==> config.mk <==
export PLATFORM = sky130hd
export DESIGN_NAME = rmii_tx
export DESIGN_NICKNAME = d
export VERILOG_FILES = /design/src/rtl/rmii_tx.sv
export SDC_FILE = /design/constraint.sdc
export NUM_CORES = 1
export LEC_CHECK = 0
export CORE_MARGIN = 2
export CORE_UTILIZATION = 40
export CTS_BUF_LIST = sky130_fd_sc_hd__clkbuf_8 sky130_fd_sc_hd__clkbuf_16
export DETAILED_ROUTE_END_ITERATION = 7
export PLACE_DENSITY = 0.58
export REMOVE_ABC_BUFFERS = 1
export SYNTH_ARGS = -nofsm -noshare
export SYNTH_HDL_FRONTEND = slang
export SYNTH_SLANG_ARGS = --single-unit
==> constraint.sdc <==
create_clock -name clk -period 4 [get_ports clk]
set_clock_uncertainty 0.05 [all_clocks]
set_input_delay 0.6 -clock clk [delete_from_list [all_inputs] [get_ports clk]]
set_output_delay 0.6 -clock clk [all_outputs]
set_load 0.005 [all_outputs]
==> src/rtl/rmii_tx.sv <==
// RMII transmit serialiser: preamble/SFD, LSB-dibit-first payload, optional
// CRC-32 FCS, then a fixed inter-packet gap. All outputs are registered.
module rmii_tx #(
    parameter int unsigned PREAMBLE_BYTES = 7,
    parameter int unsigned IPG_CYCLES     = 48,
    parameter int unsigned FCS_EN         = 1
) (
    input  logic       clk,
    input  logic       rst_n,
    input  logic       axiiv,
    input  logic [7:0] axiid,
    input  logic       axiil,
    output logic       axiir,
    output logic       txen,
    output logic [1:0] txd
);

    localparam logic [31:0] CRC_POLY = 32'hEDB88320;
    localparam logic [15:0] PRE_LAST = 16'(4 * PREAMBLE_BYTES + 3);
    localparam logic [15:0] IPG_LAST = 16'(IPG_CYCLES - 1);

    typedef enum logic [2:0] {
        S_IDLE,
        S_PRE,
        S_PAY,
        S_FCS,
        S_IPG
    } state_t;

    state_t      r_state, w_state;
    logic [15:0] r_cnt,   w_cnt;
    logic [31:0] r_sh,    w_sh;
    logic [31:0] r_crc,   w_crc;
    logic        r_last,  w_last;
    logic        w_txen;
    logic [1:0]  w_txd;
    logic        w_axiir;
    logic        w_xfer;

    // Reflected CRC-32 advanced by one byte, LSB first
    function automatic logic [31:0] crc_byte(input logic [31:0] c, input logic [7:0] d);
        logic [31:0] v;
        v = c;
        for (int unsigned i = 0; i < 8; i++) begin
            v = (v[0] ^ d[i]) ? ((v >> 1) ^ CRC_POLY) : (v >> 1);
        end
        return v;
    endfunction

    assign w_xfer = axiir & axiiv;

    // State, counter, shift register and CRC register
    always_ff @(posedge clk or negedge rst_n) begin
        if (!rst_n) begin
            r_state <= S_IDLE;
            r_cnt   <= '0;
            r_sh    <= '0;
            r_crc   <= '1;
            r_last  <= 1'b0;
        end else begin
            r_state <= w_state;
            r_cnt   <= w_cnt;
            r_sh    <= w_sh;
            r_crc   <= w_crc;
            r_last  <= w_last;
        end
    end

    // Next-state logic; r_state always describes the dibit currently on the wire
    always_comb begin
        w_state = r_state;
        w_cnt   = r_cnt + 16'd1;
        w_sh    = r_sh;
        w_crc   = r_crc;
        w_last  = r_last;
        case (r_state)
            S_IDLE: begin
                w_cnt = '0;
                if (axiiv) begin
                    w_state = S_PRE;
                    w_crc   = '1;
                end
            end
            S_PRE: begin
                if (r_cnt == PRE_LAST) begin
                    w_cnt = '0;
                    if (w_xfer) begin
                        w_state = S_PAY;
                        w_sh    = {24'h0, axiid};
                        w_last  = axiil;
                        w_crc   = crc_byte(r_crc, axiid);
                    end else begin
                        w_state = S_IPG;
                    end
                end
            end
            S_PAY: begin
                w_sh = r_sh >> 2;
                if (r_cnt == 16'd3) begin
                    w_cnt = '0;
                    if (!r_last) begin
                        if (w_xfer) begin
                            w_sh   = {24'h0, axiid};
                            w_last = axiil;
                            w_crc  = crc_byte(r_crc, axiid);
                        end else begin
                            w_state = S_IPG;
                        end
                    end else if (FCS_EN != 0) begin
                        w_state = S_FCS;
                        w_sh    = ~r_crc;
                    end else begin
                        w_state = S_IPG;
                    end
                end
            end
            S_FCS: begin
                w_sh = r_sh >> 2;
                if (r_cnt == 16'd15) begin
                    w_state = S_IPG;
                    w_cnt   = '0;
                end
            end
            S_IPG: begin
                if (r_cnt == IPG_LAST) begin
                    w_state = S_IDLE;
                    w_cnt   = '0;
                end
            end
            default: begin
                w_state = S_IDLE;
                w_cnt   = '0;
            end
        endcase
    end

    // Output decode from the next state so the pins register alongside it
    always_comb begin
        w_txen  = (w_state == S_PRE) || (w_state == S_PAY) || (w_state == S_FCS);
        w_txd   = 2'b00;
        w_axiir = 1'b0;
        case (w_state)
            S_PRE: begin
                w_txd   = (w_cnt == PRE_LAST) ? 2'b11 : 2'b01;
                w_axiir = (w_cnt == PRE_LAST);
            end
            S_PAY: begin
                w_txd   = w_sh[1:0];
                w_axiir = (w_cnt == 16'd3) && !w_last;
            end
            S_FCS:   w_txd = w_sh[1:0];
            default: w_txd = 2'b00;
        endcase
    end

    // Output registers
    always_ff @(posedge clk or negedge rst_n) begin
        if (!rst_n) begin
            txen  <= 1'b0;
            txd   <= 2'b00;
            axiir <= 1'b0;
        end else begin
            txen  <= w_txen;
            txd   <= w_txd;
            axiir <= w_axiir;
        end
    end

endmodule

==> results.env, run 1 <==
OUTCOME='complete, no violations'
GRT_START_MAX_NET_PINS=64
CTS.ROOT.BUFFER_CELL='clkbuf_16'
FINAL-SETUP-VIOL-COUNT=0
LAYOUT_NET_COUNT=502
R2R.WORST_PATH.CELLS=5
ROUTE.VIAS.TOTAL=3659
CRITICAL_PATH_ARRIVAL_NS=3.11
ROW_COUNT=40
DRTPASS1ITERATIONS=5
LAYOUT_COMMON_CELLS='nor2_1 (80), dfrtp_1 (55), xnor2_1 (47)'
CAP_VIOL_MAX_COUNT=0
GRT_ANTENNA_BEFORE_REPAIR=0
REG2REG_TO='r_sh[10]$_DFFE_PN0P_'
CRITPATHCAPTURETYPE='flop'
PATH_CLASS='reg -> reg'
DP_HPWL_MM=8.21
DIE_X_UM=115
DRT_DRC_VIOLATIONS_LEFT=0
SYNTH_LARGEST_TYPE_AREA_FRACTION_PCT=27.7
GLOBAL_ROUTE_WIRE_LENGTH_BEFORE_REPAIR_MM=20.1
REPORT.FINAL.SLEW_VIOL_COUNT=0
PLACE_CONGESTION=0.870
TIMING_WORST_SLEW_PIN_VALUE_NS=1.18
POSTSYNTH.TOPFLOPCELL='dfrtp_1'
SYNTH-WARNING-COUNT=0
FINALWIRELENGTH_MM=11.9
SLOWEST_STAGE='or2_1'
HOLD_PATH_CLASS='in -> async'
SYNTHESIS.AREA_PER_INSTANCE_UM2=10.2
WORST_SKEW_PAIR_LATENCY_NS=0.35
HTREEDEPTH=3
FINAL_UTIL_PCT=46.1
POST-ROUTE-WORST-SETUP-SLACK_NS=1.06
NUMPORTBUFFERS=15
FINAL_ANTENNA_NET_COUNT=0
ANTENNA_CELLS_INSERTED=0
MAPPEDNETLISTAREA_MM2=0.00496
YOSYS-TOP-CELLS-AREA='dfrtp_1 (28%), dfstp_2 (17%), xnor2_1 (8.3%), nor2_1 (6.1%), a221o_1 (5.6%)'
GLOBALROUTETOTALUTIL_PCT=19.5
GRT_SETUP_UNREPAIRED='no'
FINAL.SETUP.TNS_NS=0
GRT-OVFL-TOTAL=0
CLK_PIN_SLEW_WORST_PATHS_NS=0.07
COMMONEST_NON_FILL_NON_TAP_CELL_IN_THE_LAYOUT='nor2_1'
YOSYS.AREA.TOP_TYPE='dfrtp_1'
DRIVE_GT1_SHARE_PCT=16.4
YS_ASYNC_SR_FRACTION_PCT=100
LAYOUT-AREA-OVERHEAD-VS-SYNTH_PCT=12.0
CRIT_FANOUT=30
TRITONCTS_NUM_SINKS=87
LAYOUT_WORST_PATH_CYCLE_SHARE_PCT=73.4
R2R_START='r_cnt[9]$_DFF_PN0_'
REGTOREGSETUPSLACK_NS=1.06
PRE_CTS_SLACK_NS=1.03
POST_CTS_HOLD_BUFFER_COUNT=0
MAX_FREQ_GHz=0.341
POST_SYNTH_INST_COUNT=487
CRIT_PATH_START_KIND='flop'
LEAKAGE_nW=2.18
IRDROPWORSTVDD_uV=346
EFFECTIVE_UTILIZATION_AT_FLOORPLAN_PCT=41.1
SYNTH_SEQUENTIAL_AREA_RATIO_PCT=44.7
FIN_WORST_HOLD_SLACK_NS=0.277
MAX_STAGE_DELAY_NS=0.66
SYNTH_EDF_COUNT=0
POST_CTS_RESIZED=0
CRIT_START='r_cnt[9]$_DFF_PN0_'
DESIGN_POWER_TOTAL_mW=4.68
CORE-AREA_MM2=0.0121
CTS_TREE='yes'
SYNTH.DISTINCT_CELLS=63
IOPINCOUNT=16
FINAL_HOLD_VIOL_COUNT=0
DIE_Y_UM=115
CRITPATHCAPTURE='r_sh[10]$_DFFE_PN0P_'
VIA_COUNT_OF_THE_FIRST_GLOBAL_ROUTING_PASS=3714
VIAS_PER_INST=5.53
CLK_PATH_BUF_DEPTH=2
DETAIL_ROUTE.ITER0.VIOLATIONS=252
WORST_SLEW_MARGIN_REL_PCT=21.2
POWER.DENSITY_CELL_AREA_mW_PER_MM2=843
LAYOUT_MIN_CYCLE_TIME_NS=2.94
PATH_CELLS='nor4_2 -> and4_1 -> a31oi_1 -> or2_1 -> a221o_1'
POST-CTS-SETUP-BUFFER-COUNT=0
YS_FF_LATCH=87
WORST_EP_REQUIRED_TIME_NS=4.17
DETAIL_ROUTE.WL_PER_CELL_UM=18.0
NUMCTSBUFFERS=9
DESIGN.DIE.AREA_MM2=0.0133
cell usage after synthesis, types with 5 or more instances:
master / n
buf_2: 23
nand3_1: 7
nor2_1: 80
nand2_1: 19
nand4_1: 10
xnor2_2: 5
nor3_1: 5
o21ai_0: 13
clkbuf_1: 8
a221o_1: 28
o2bb2ai_1: 7
xor2_1: 29
a21oi_1: 20
inv_1: 6
dfrtp_1: 55
dfstp_2: 32
xnor2_1: 47
a31oi_1: 18
logic make-up (layout without fill, tap and decap cells):
logic type	count (synthesis)	count (layout)	share of synthesized area, %
buffers and inverters	37	44	3.38
AOI/OAI and AO/OA	110	110	16.7
muxes	1	1	0.202
DFF	87	87	44.7
adders and majority gates	1	1	0.252
xor gates and xnor gates	86	86	17.5
and+or+nand+nor	165	165	17.3
area by class of cell:
| class | count | area, um^2 |
|---|---|---|
| tap | 168 | 210 |
| clock buffer | 10 | 239 |
| fill | 1144 | 6510 |
| clock inverter | 6 | 67.6 |
| multi-input combinational | 363 | 2590 |
| timing repair buffer | 22 | 213 |
| inverter | 6 | 22.5 |
| sequential | 87 | 2220 |
routing by layer:
metal	wire length (um)	part of all wire, %	GRT usage (%)
met5	0	0	0
met2	5530	46	30.3
met3	446	3.7	3.16
met4	195	1.6	7.07
met1	5760	48	27.4
through the flow:
step	cell area (um^2)	cells
floorplan	4820	456
global route	5560	662
finish	5560	662
CTS	5560	662
global placement	5250	646
detailed placement	5250	646
power by group:
part,switching [mW],internal (mW)
registers,0.257,1.22
logic,1.25,1.07
clock network,0.374,0.505
total,1.89,2.79
how the worst min path moves through the flow:
stage | start | to | cells after the start
after global placement | r_sh[31]$_DFFE_PN0P_ | r_sh[31]$_DFFE_PN0P_ | 2
final | rst_n | r_sh[9]$_DFFE_PN0P_ | 1
after detailed placement | r_sh[31]$_DFFE_PN0P_ | r_sh[31]$_DFFE_PN0P_ | 2
after global routing | rst_n | r_sh[9]$_DFFE_PN0P_ | 1
after CTS | rst_n | r_sh[9]$_DFFE_PN0P_ | 1
after floorplan | rst_n | axiir$_DFF_PN0_ | 0
flip-flops by register name (all words and copies together), names as in the netlist:
signal,flops
r_cnt,16
r_last,1
txd,2
txen,1
axiir,1
r_sh,31
r_crc,32
r_state,3
critical path: cells and delay by family, from the launching register on:
| family | cells | cell delay [ns] |
|---|---|---|
| AO/OA/AOI/OAI | 2 | 0.67 |
| flip-flops | 1 | 0.51 |
| AND/OR/NAND/NOR | 3 | 1.57 |
Power figures use the tool's default switching activity.
==> run 2: changes to the inputs <==
- PLACE_DENSITY: 0.58 -> 0.6
- clock period: 4 -> 2.7 ns (I/O delays scaled with it)
==> run 2 against run 1 <==
Utilization grew 1.6 points. Final cell count grew 3.6%. First-iteration DRC count grew 12%. Design area grew 3.5%. Highest routed layer unchanged. Total power grew 52%. Setup slack lost 0.84 ns. Clock power grew 42%. Via count grew 2.8%.
==> results.env, run 2 (synthesis results as in run 1) <==
OUTCOME='complete, no violations'  # unchanged
SLOWEST_STAGE='or4b_4'  # was or2_1
CRIT_FANOUT=6  # was 30
CTS_TREE='yes'  # unchanged
GRT_SETUP_UNREPAIRED='no'  # unchanged
DP_CELLS=669  # was 646
DRIVE_GT1_SHARE_PCT=19.7  # was 16.4%
POWER_SWITCHING_SHARE_PCT=39.1  # was 40.3%
ROUTE.VIAS.TOTAL=3762  # was 3659
FINAL_UTIL_PCT=47.7  # was 46.1%
IOPINCOUNT=16  # unchanged
GRT_ANTENNA_BEFORE_REPAIR=0  # unchanged
POST-CTS-SETUP-BUFFER-COUNT=0  # unchanged
REGTOREGSETUPSLACK_NS=0.22  # was 1.06 ns
COMMONEST_NON_FILL_NON_TAP_CELL_IN_THE_LAYOUT='nor2_1'  # unchanged
MULTI_INPUT_GATE_AREA_IN_THE_FINAL_LAYOUT_MM2=0.00259  # unchanged
CAP_VIOL_MAX_COUNT=0  # unchanged
POST_CTS_HOLD_BUFFER_COUNT=1  # was 0
FINALWIRELENGTH_MM=12.0  # was 11.9 mm
DETAIL_ROUTE.WL_PER_CELL_UM=17.4  # was 18.0 um
CRITPATHCAPTURETYPE='flop'  # unchanged
FINAL-SEQ-AREA_MM2=0.00222  # unchanged
MAX_FREQ_GHz=0.403  # was 0.341 GHz
MAX_FFS_PER_REGISTER=32  # unchanged
FINAL.SETUP.TNS_NS=0  # unchanged
BIGGESTREGSBYFLOPS='r_crc: 32 flops, r_sh: 31 flops, r_cnt: 16 flops'  # unchanged
LAYOUT-AREA-OVERHEAD-VS-SYNTH_PCT=15.9  # was 12.0%
LEAKAGE_nW=2.31  # was 2.18 nW
ROW_COUNT=40  # unchanged
P_CLK_SHARE_PCT=17.5  # was 18.8%
TIMING.CRITICAL_PATH.MAX_DELAY_FAMILY='simple AND/OR/NAND/NOR gates'  # unchanged
DESIGN.DIE.AREA_MM2=0.0133  # unchanged
LAYOUT_NET_COUNT=526  # was 502
HTREEDEPTH=3  # unchanged
FINAL-SETUP-VIOL-COUNT=0  # unchanged
TOP_REGISTER='r_crc'  # unchanged
POST-ROUTE-WORST-SETUP-SLACK_NS=0.220  # was 1.06 ns
CLK_PATH_BUF_DEPTH=2  # unchanged
PLACE_CONGESTION=0.905  # was 0.870
GRT_START_MAX_NET_PINS=47  # was 64
CORE-AREA_MM2=0.0121  # unchanged
DRT_DRC_VIOLATIONS_LEFT=0  # unchanged
PATH_CELLS='ha_1 -> nand4_1 -> or3_4 -> nor4b_2 -> a211oi_1 -> or4b_4 -> o21ba_1'  # was nor4_2 -> and4_1 -> a31oi_1 -> or2_1 -> a221o_1
DIE_Y_UM=115  # unchanged
INTERNAL_POWER_mW=4.33  # was 2.79 mW
LAYOUT_MIN_CYCLE_TIME_NS=2.48  # was 2.94 ns
CLK_PIN_SLEW_WORST_PATHS_NS=0.06  # was 0.07 ns
VIA_COUNT_OF_THE_FIRST_GLOBAL_ROUTING_PASS=3750  # was 3714
GLOBAL_ROUTE_WIRE_LENGTH_BEFORE_REPAIR_MM=20.1  # about the same
CTS.ROOT.BUFFER_CELL='clkbuf_16'  # unchanged
CRIT_PATH_START_KIND='flop'  # unchanged
VIAS_PER_INST=5.48  # was 5.53
DP_HPWL_MM=8.51  # was 8.21 mm
ANTENNA_CELLS_INSERTED=0  # unchanged
DIE_X_UM=115  # unchanged
PRE_CTS_SLACK_NS=0.159  # was 1.03 ns
POWER.DENSITY_CELL_AREA_mW_PER_MM2=1240  # was 843 mW/mm^2
WORST_SLEW_MARGIN_REL_PCT=54.1  # was 21.2%
FINAL_ANTENNA_NET_COUNT=0  # unchanged
LAYOUT_WORST_PATH_CYCLE_SHARE_PCT=91.9  # was 73.4%
DETAIL_ROUTE.ITER0.VIOLATIONS=281  # was 252
WORST_EP_REQUIRED_TIME_NS=2.94  # was 4.17 ns
EFFECTIVE_UTILIZATION_AT_FLOORPLAN_PCT=41.1  # unchanged
LAYOUT_COMMON_CELLS='nor2_1 (80), dfrtp_1 (55), xnor2_1 (47)'  # unchanged
NUMCTSBUFFERS=9  # unchanged
TIMING_WORST_SLEW_PIN_VALUE_NS=0.683  # was 1.18 ns
CRITICAL_PATH_ARRIVAL_NS=2.72  # was 3.11 ns
POST_CTS_RESIZED=0  # unchanged
SEQUENTIALPOWERSHARE_PCT=31.2  # was 31.6%
HOLD_PATH_CLASS='reg -> reg'  # was in -> async
PATH_CLASS='reg -> reg'  # unchanged
GLOBALROUTETOTALUTIL_PCT=19.6  # was 19.5%
GRT-OVFL-TOTAL=0  # unchanged
TRITONCTS_NUM_SINKS=87  # unchanged
NUMPORTBUFFERS=15  # unchanged
PWR-SHARE-COMB_PCT=51.2  # was 49.6%
IRDROPWORSTVDD_uV=567  # was 346 uV
CP_NUM_BUF_INV=0  # unchanged
WORST_SKEW_PAIR_LATENCY_NS=0.35  # about the same
POWER.NET_SWITCHING_mW=2.78  # was 1.89 mW
N_FILL_CELL=1114  # was 1144
DRTPASS1ITERATIONS=5  # unchanged
FINAL_HOLD_VIOL_COUNT=0  # unchanged
MAX_STAGE_DELAY_NS=0.52  # was 0.66 ns
LAYOUT.CELLS.NON_FILLER=686  # was 662
REPORT.FINAL.SLEW_VIOL_COUNT=0  # unchanged
==> run 2: power by group through the flow <==
stage	registers [mW]	clock network, mW	logic (mW)
after floorplan	2.11	0	2.75
after global placement	2.23	0	3.59
after detailed placement	2.23	0	3.62
after CTS	2.21	1.28	3.66
after global routing	2.27	1.35	3.99
final	2.22	1.25	3.65
==> run 2: metrics by stage <==
stage | area [um^2] | power, mW | hold slack [ns]
floorplan | 4820 | 4.86 | 0.0594
global placement | 5450 | 5.82 | 0.374
detailed placement | 5450 | 5.85 | 0.375
CTS | 5750 | 7.16 | 0.451
global route | 5750 | 7.61 | 0.462
finish | 5750 | 7.12 | 0.446
==> run 2: cell type report <==
cell class,instances,share of cell area [%]
tap,168,3.66
inverter,6,0.392
timing repair buffer,46,7.31
clock inverter,6,0.957
sequential,87,38.6
clock buffer,10,4.16
multi-input combinational,363,45.0
==> run 2: worst reg2reg max path: cells and delay by family, from the launching register on <==
| kind | cells | cell delay [ns] |
|---|---|---|
| AOI/OAI and AO/OA | 2 | 0.31 |
| adders and majority gates | 1 | 0.29 |
| DFF | 1 | 0.41 |
| and+or+nand+nor | 4 | 1.36 |
==> run 2: routing by layer <==
| layer | vias to the layer above | GRT usage (%) | routed length (um) |
|---|---|---|---|
| met5 | - | 0 | 0 |
| met4 | 0 | 4.34 | 146 |
| met3 | 11 | 6.01 | 524 |
| met2 | 63 | 30.7 | 5480 |
| met1 | 1881 | 26.9 | 5800 |
| li1 | 1807 | - | - |
==> run 2: worst paths after layout <==
path,startpoint,endpoint,depth (start not counted)
max,r_cnt[0]$_DFF_PN0_,axiir$_DFF_PN0_,7
min,r_sh[30]$_DFFE_PN0P_,r_sh[30]$_DFFE_PN0P_,2
max reg2reg,r_cnt[0]$_DFF_PN0_,axiir$_DFF_PN0_,7
min reg2reg,r_sh[30]$_DFFE_PN0P_,r_sh[30]$_DFFE_PN0P_,2
max in group asynchronous,rst_n,r_crc[28]$_DFFE_PN1P_,3
min in group asynchronous,rst_n,r_cnt[13]$_DFF_PN0_,2
==> run 3: changes to the inputs <==
- CORE_ASPECT_RATIO: default -> 2
- CORE_UTILIZATION: 40 -> 30
- HOLD_SLACK_MARGIN: default -> 0.02
- PLACE_DENSITY: 0.6 -> 0.48
==> run 3 against run 2 <==
Non-clock buffer count increased by 19. Combinational power increased by 6.3%. Wire length increased by 22%. Final cell count increased by 8.0%. Worst hold slack got worse by 0.056 ns. Via count increased by 3.9%. Sequential share of layout area decreased by 1.5 points. Critical endpoint unchanged.
==> results.env, run 3 (synthesis results as in run 1) <==
EFFECTIVE_UTILIZATION_AT_FLOORPLAN_PCT=30.5  # was 41.1%
PWR-SHARE-COMB_PCT=52.4  # was 51.2%
TIMING_WORST_SLEW_PIN_VALUE_NS=0.740  # was 0.683 ns
FINAL-SETUP-VIOL-COUNT=0  # unchanged
ROUTE.VIAS.TOTAL=3910  # was 3762
TRITONCTS_NUM_SINKS=87  # unchanged
WORST_SKEW_PAIR_LATENCY_NS=0.34  # was 0.35 ns
DIE_X_UM=94.9  # was 115 um
VIAS_PER_INST=5.28  # was 5.48
MAX_FREQ_GHz=0.397  # was 0.403 GHz
REPORT.FINAL.SLEW_VIOL_COUNT=0  # unchanged
DRTPASS1ITERATIONS=4  # was 5
CLK_PATH_BUF_DEPTH=2  # unchanged
GRT_ANTENNA_BEFORE_REPAIR=0  # unchanged
LAYOUT_COMMON_CELLS='nor2_1 (80), dfrtp_1 (55), xnor2_1 (47)'  # unchanged
CTS_TREE='yes'  # unchanged
N_FILL_CELL=1619  # was 1114
NUMPORTBUFFERS=15  # unchanged
BIGGESTREGSBYFLOPS='r_crc: 32 flops, r_sh: 31 flops, r_cnt: 16 flops'  # unchanged
PLACE_CONGESTION=0.917  # was 0.905
CRITICAL_PATH_ARRIVAL_NS=2.70  # was 2.72 ns
GRT_SETUP_UNREPAIRED='no'  # unchanged
DIE_Y_UM=186  # was 115 um
POST-CTS-SETUP-BUFFER-COUNT=0  # unchanged
CTS.ROOT.BUFFER_CELL='clkbuf_16'  # unchanged
CRIT_START='r_cnt[0]$_DFF_PN0_'  # unchanged
DESIGN_POWER_TOTAL_mW=7.39  # was 7.12 mW
CORE-AREA_MM2=0.0163  # was 0.0121 mm^2
DP_HPWL_MM=10.9  # was 8.51 mm
POWER_SWITCHING_SHARE_PCT=39.3  # was 39.1%
GLOBAL_ROUTE_WIRE_LENGTH_BEFORE_REPAIR_MM=22.8  # was 20.1 mm
CAP_VIOL_MAX_COUNT=0  # unchanged
REG2REG_TO='axiir$_DFF_PN0_'  # unchanged
GRT_START_MAX_NET_PINS=46  # was 47
OUTCOME='complete, no violations'  # unchanged
VIA_COUNT_OF_THE_FIRST_GLOBAL_ROUTING_PASS=4165  # was 3750
FINAL_HOLD_VIOL_COUNT=0  # unchanged
IRDROPWORSTVDD_uV=432  # was 567 uV
FINAL_DESIGN_AREA_NO_FILL_MM2=0.00598  # was 0.00575 mm^2
NUMCTSBUFFERS=9  # unchanged
FINAL_ANTENNA_NET_COUNT=0  # unchanged
DRT_DRC_VIOLATIONS_LEFT=0  # unchanged
HOLD_PATH_CLASS='in -> async'  # was reg -> reg
LAYOUT.CELLS.NON_FILLER=741  # was 686
TOP_REGISTER='r_crc'  # unchanged
GLOBALROUTETOTALUTIL_PCT=17.4  # was 19.6%
R2R_START='r_cnt[0]$_DFF_PN0_'  # unchanged
P_CLK_SHARE_PCT=17.6  # was 17.5%
ROW_COUNT=66  # was 40
LAYOUT_NET_COUNT=545  # was 526
DRIVE_GT1_SHARE_PCT=23.3  # was 19.7%
CRIT_PATH_START_KIND='flop'  # unchanged
REGTOREGSETUPSLACK_NS=0.18  # was 0.22 ns
POWER.NET_SWITCHING_mW=2.91  # was 2.78 mW
LAYOUT-AREA-OVERHEAD-VS-SYNTH_PCT=20.6  # was 15.9%
GRT-OVFL-TOTAL=0  # unchanged
COMMONEST_NON_FILL_NON_TAP_CELL_IN_THE_LAYOUT='nor2_1'  # unchanged
PLACE_AREA_MM2=0.00565  # was 0.00545 mm^2
LAYOUT_WORST_PATH_CYCLE_SHARE_PCT=93.3  # was 91.9%
PATH_CLASS='reg -> reg'  # unchanged
R2R.WORST_PATH.CELLS=8  # was 7
WORST_SLEW_MARGIN_REL_PCT=50.3  # was 54.1%
LAYOUT_MIN_CYCLE_TIME_NS=2.52  # was 2.48 ns
WORST_EP_REQUIRED_TIME_NS=2.88  # was 2.94 ns
HTREEDEPTH=3  # unchanged
CRITPATHCAPTURETYPE='flop'  # unchanged
ANTENNA_CELLS_INSERTED=0  # unchanged
POWER.DENSITY_CELL_AREA_mW_PER_MM2=1240  # about the same
MAX_FFS_PER_REGISTER=32  # unchanged
CRIT_FANOUT=6  # unchanged
FIN_WORST_HOLD_SLACK_NS=0.390  # was 0.446 ns
DETAIL_ROUTE.WL_PER_CELL_UM=19.7  # was 17.4 um
DP_CELLS=724  # was 669
IOPINCOUNT=16  # unchanged
LEAKAGE_nW=2.42  # was 2.31 nW
DESIGN.DIE.AREA_MM2=0.0176  # was 0.0133 mm^2
CLK_PIN_SLEW_WORST_PATHS_NS=0.07  # was 0.06 ns
INTERNAL_POWER_mW=4.49  # was 4.33 mW
SEQUENTIALPOWERSHARE_PCT=29.9  # was 31.2%
FINALWIRELENGTH_MM=14.6  # was 12.0 mm
DETAIL_ROUTE.ITER0.VIOLATIONS=199  # was 281
run 3: worst max path at each step:
stage	end	cells past startpoint
2_1_floorplan	r_crc[20]$_DFFE_PN1P_	6
3_3_place_gp	txd[1]$_DFF_PN0_	8
3_5_place_dp	txd[1]$_DFF_PN0_	8
4_1_cts	txd[1]$_DFF_PN0_	7
5_1_grt	axiir$_DFF_PN0_	7
6_report	axiir$_DFF_PN0_	8
run 3: layout make-up:
| class | count | area, um^2 | share of cell area [%] |
|---|---|---|---|
| inverter | 6 | 22.5 | 0.376 |
| sequential | 87 | 2220 | 37.1 |
| multi-input combinational | 363 | 2600 | 43.5 |
| timing repair buffer | 65 | 576 | 9.62 |
| clock inverter | 5 | 56.3 | 0.941 |
| tap | 204 | 255 | 4.27 |
| clock buffer | 11 | 253 | 4.23 |
run 3: power groups by stage:
stage	registers (mW)	clock network, mW	logic, mW
finish	2.21	1.31	3.88
global route	2.27	1.40	4.16
CTS	2.22	1.34	3.91
detailed placement	2.24	0	3.87
global placement	2.23	0	3.88
floorplan	2.11	0	2.75
run 3: repair_timing:
action	in CTS	in global routing
hold endpoints to repair	11	0
hold buffers	1	0
setup endpoints to repair	0	2
gates resized for setup	0	3
run 3: worst max-delay path: stages, from the launching register on:
cell and delay, ns:
dfrtp_1 0.38, ha_1 0.28, and4_1 0.27, and4_1 0.29, a2111o_1 0.55, o2111ai_1 0.18, nor4_2 0.08, buf_4 0.16
o21ba_1 0.16
run 3: metal layers:
metal  vias up  track usage (%)  part of all wire, %
met4         0             8.64                  4.4
met2        73             34.3                   58
met5         -                0                    0
met1      1964             16.6                   35
li1       1842                -                    -
met3        31             3.00                  2.3
run 3: through the flow:
stage | TNS [ns] | utilization [%] | setup slack [ns]
5_1_grt | 0 | 36.8 | 0.0503
3_3_place_gp | 0 | 34.7 | 0.0370
4_1_cts | 0 | 36.7 | 0.0735
2_1_floorplan | -12.50 | - | -0.505
6_report | 0 | 36.8 | 0.181
3_5_place_dp | 0 | 34.7 | 0.0135
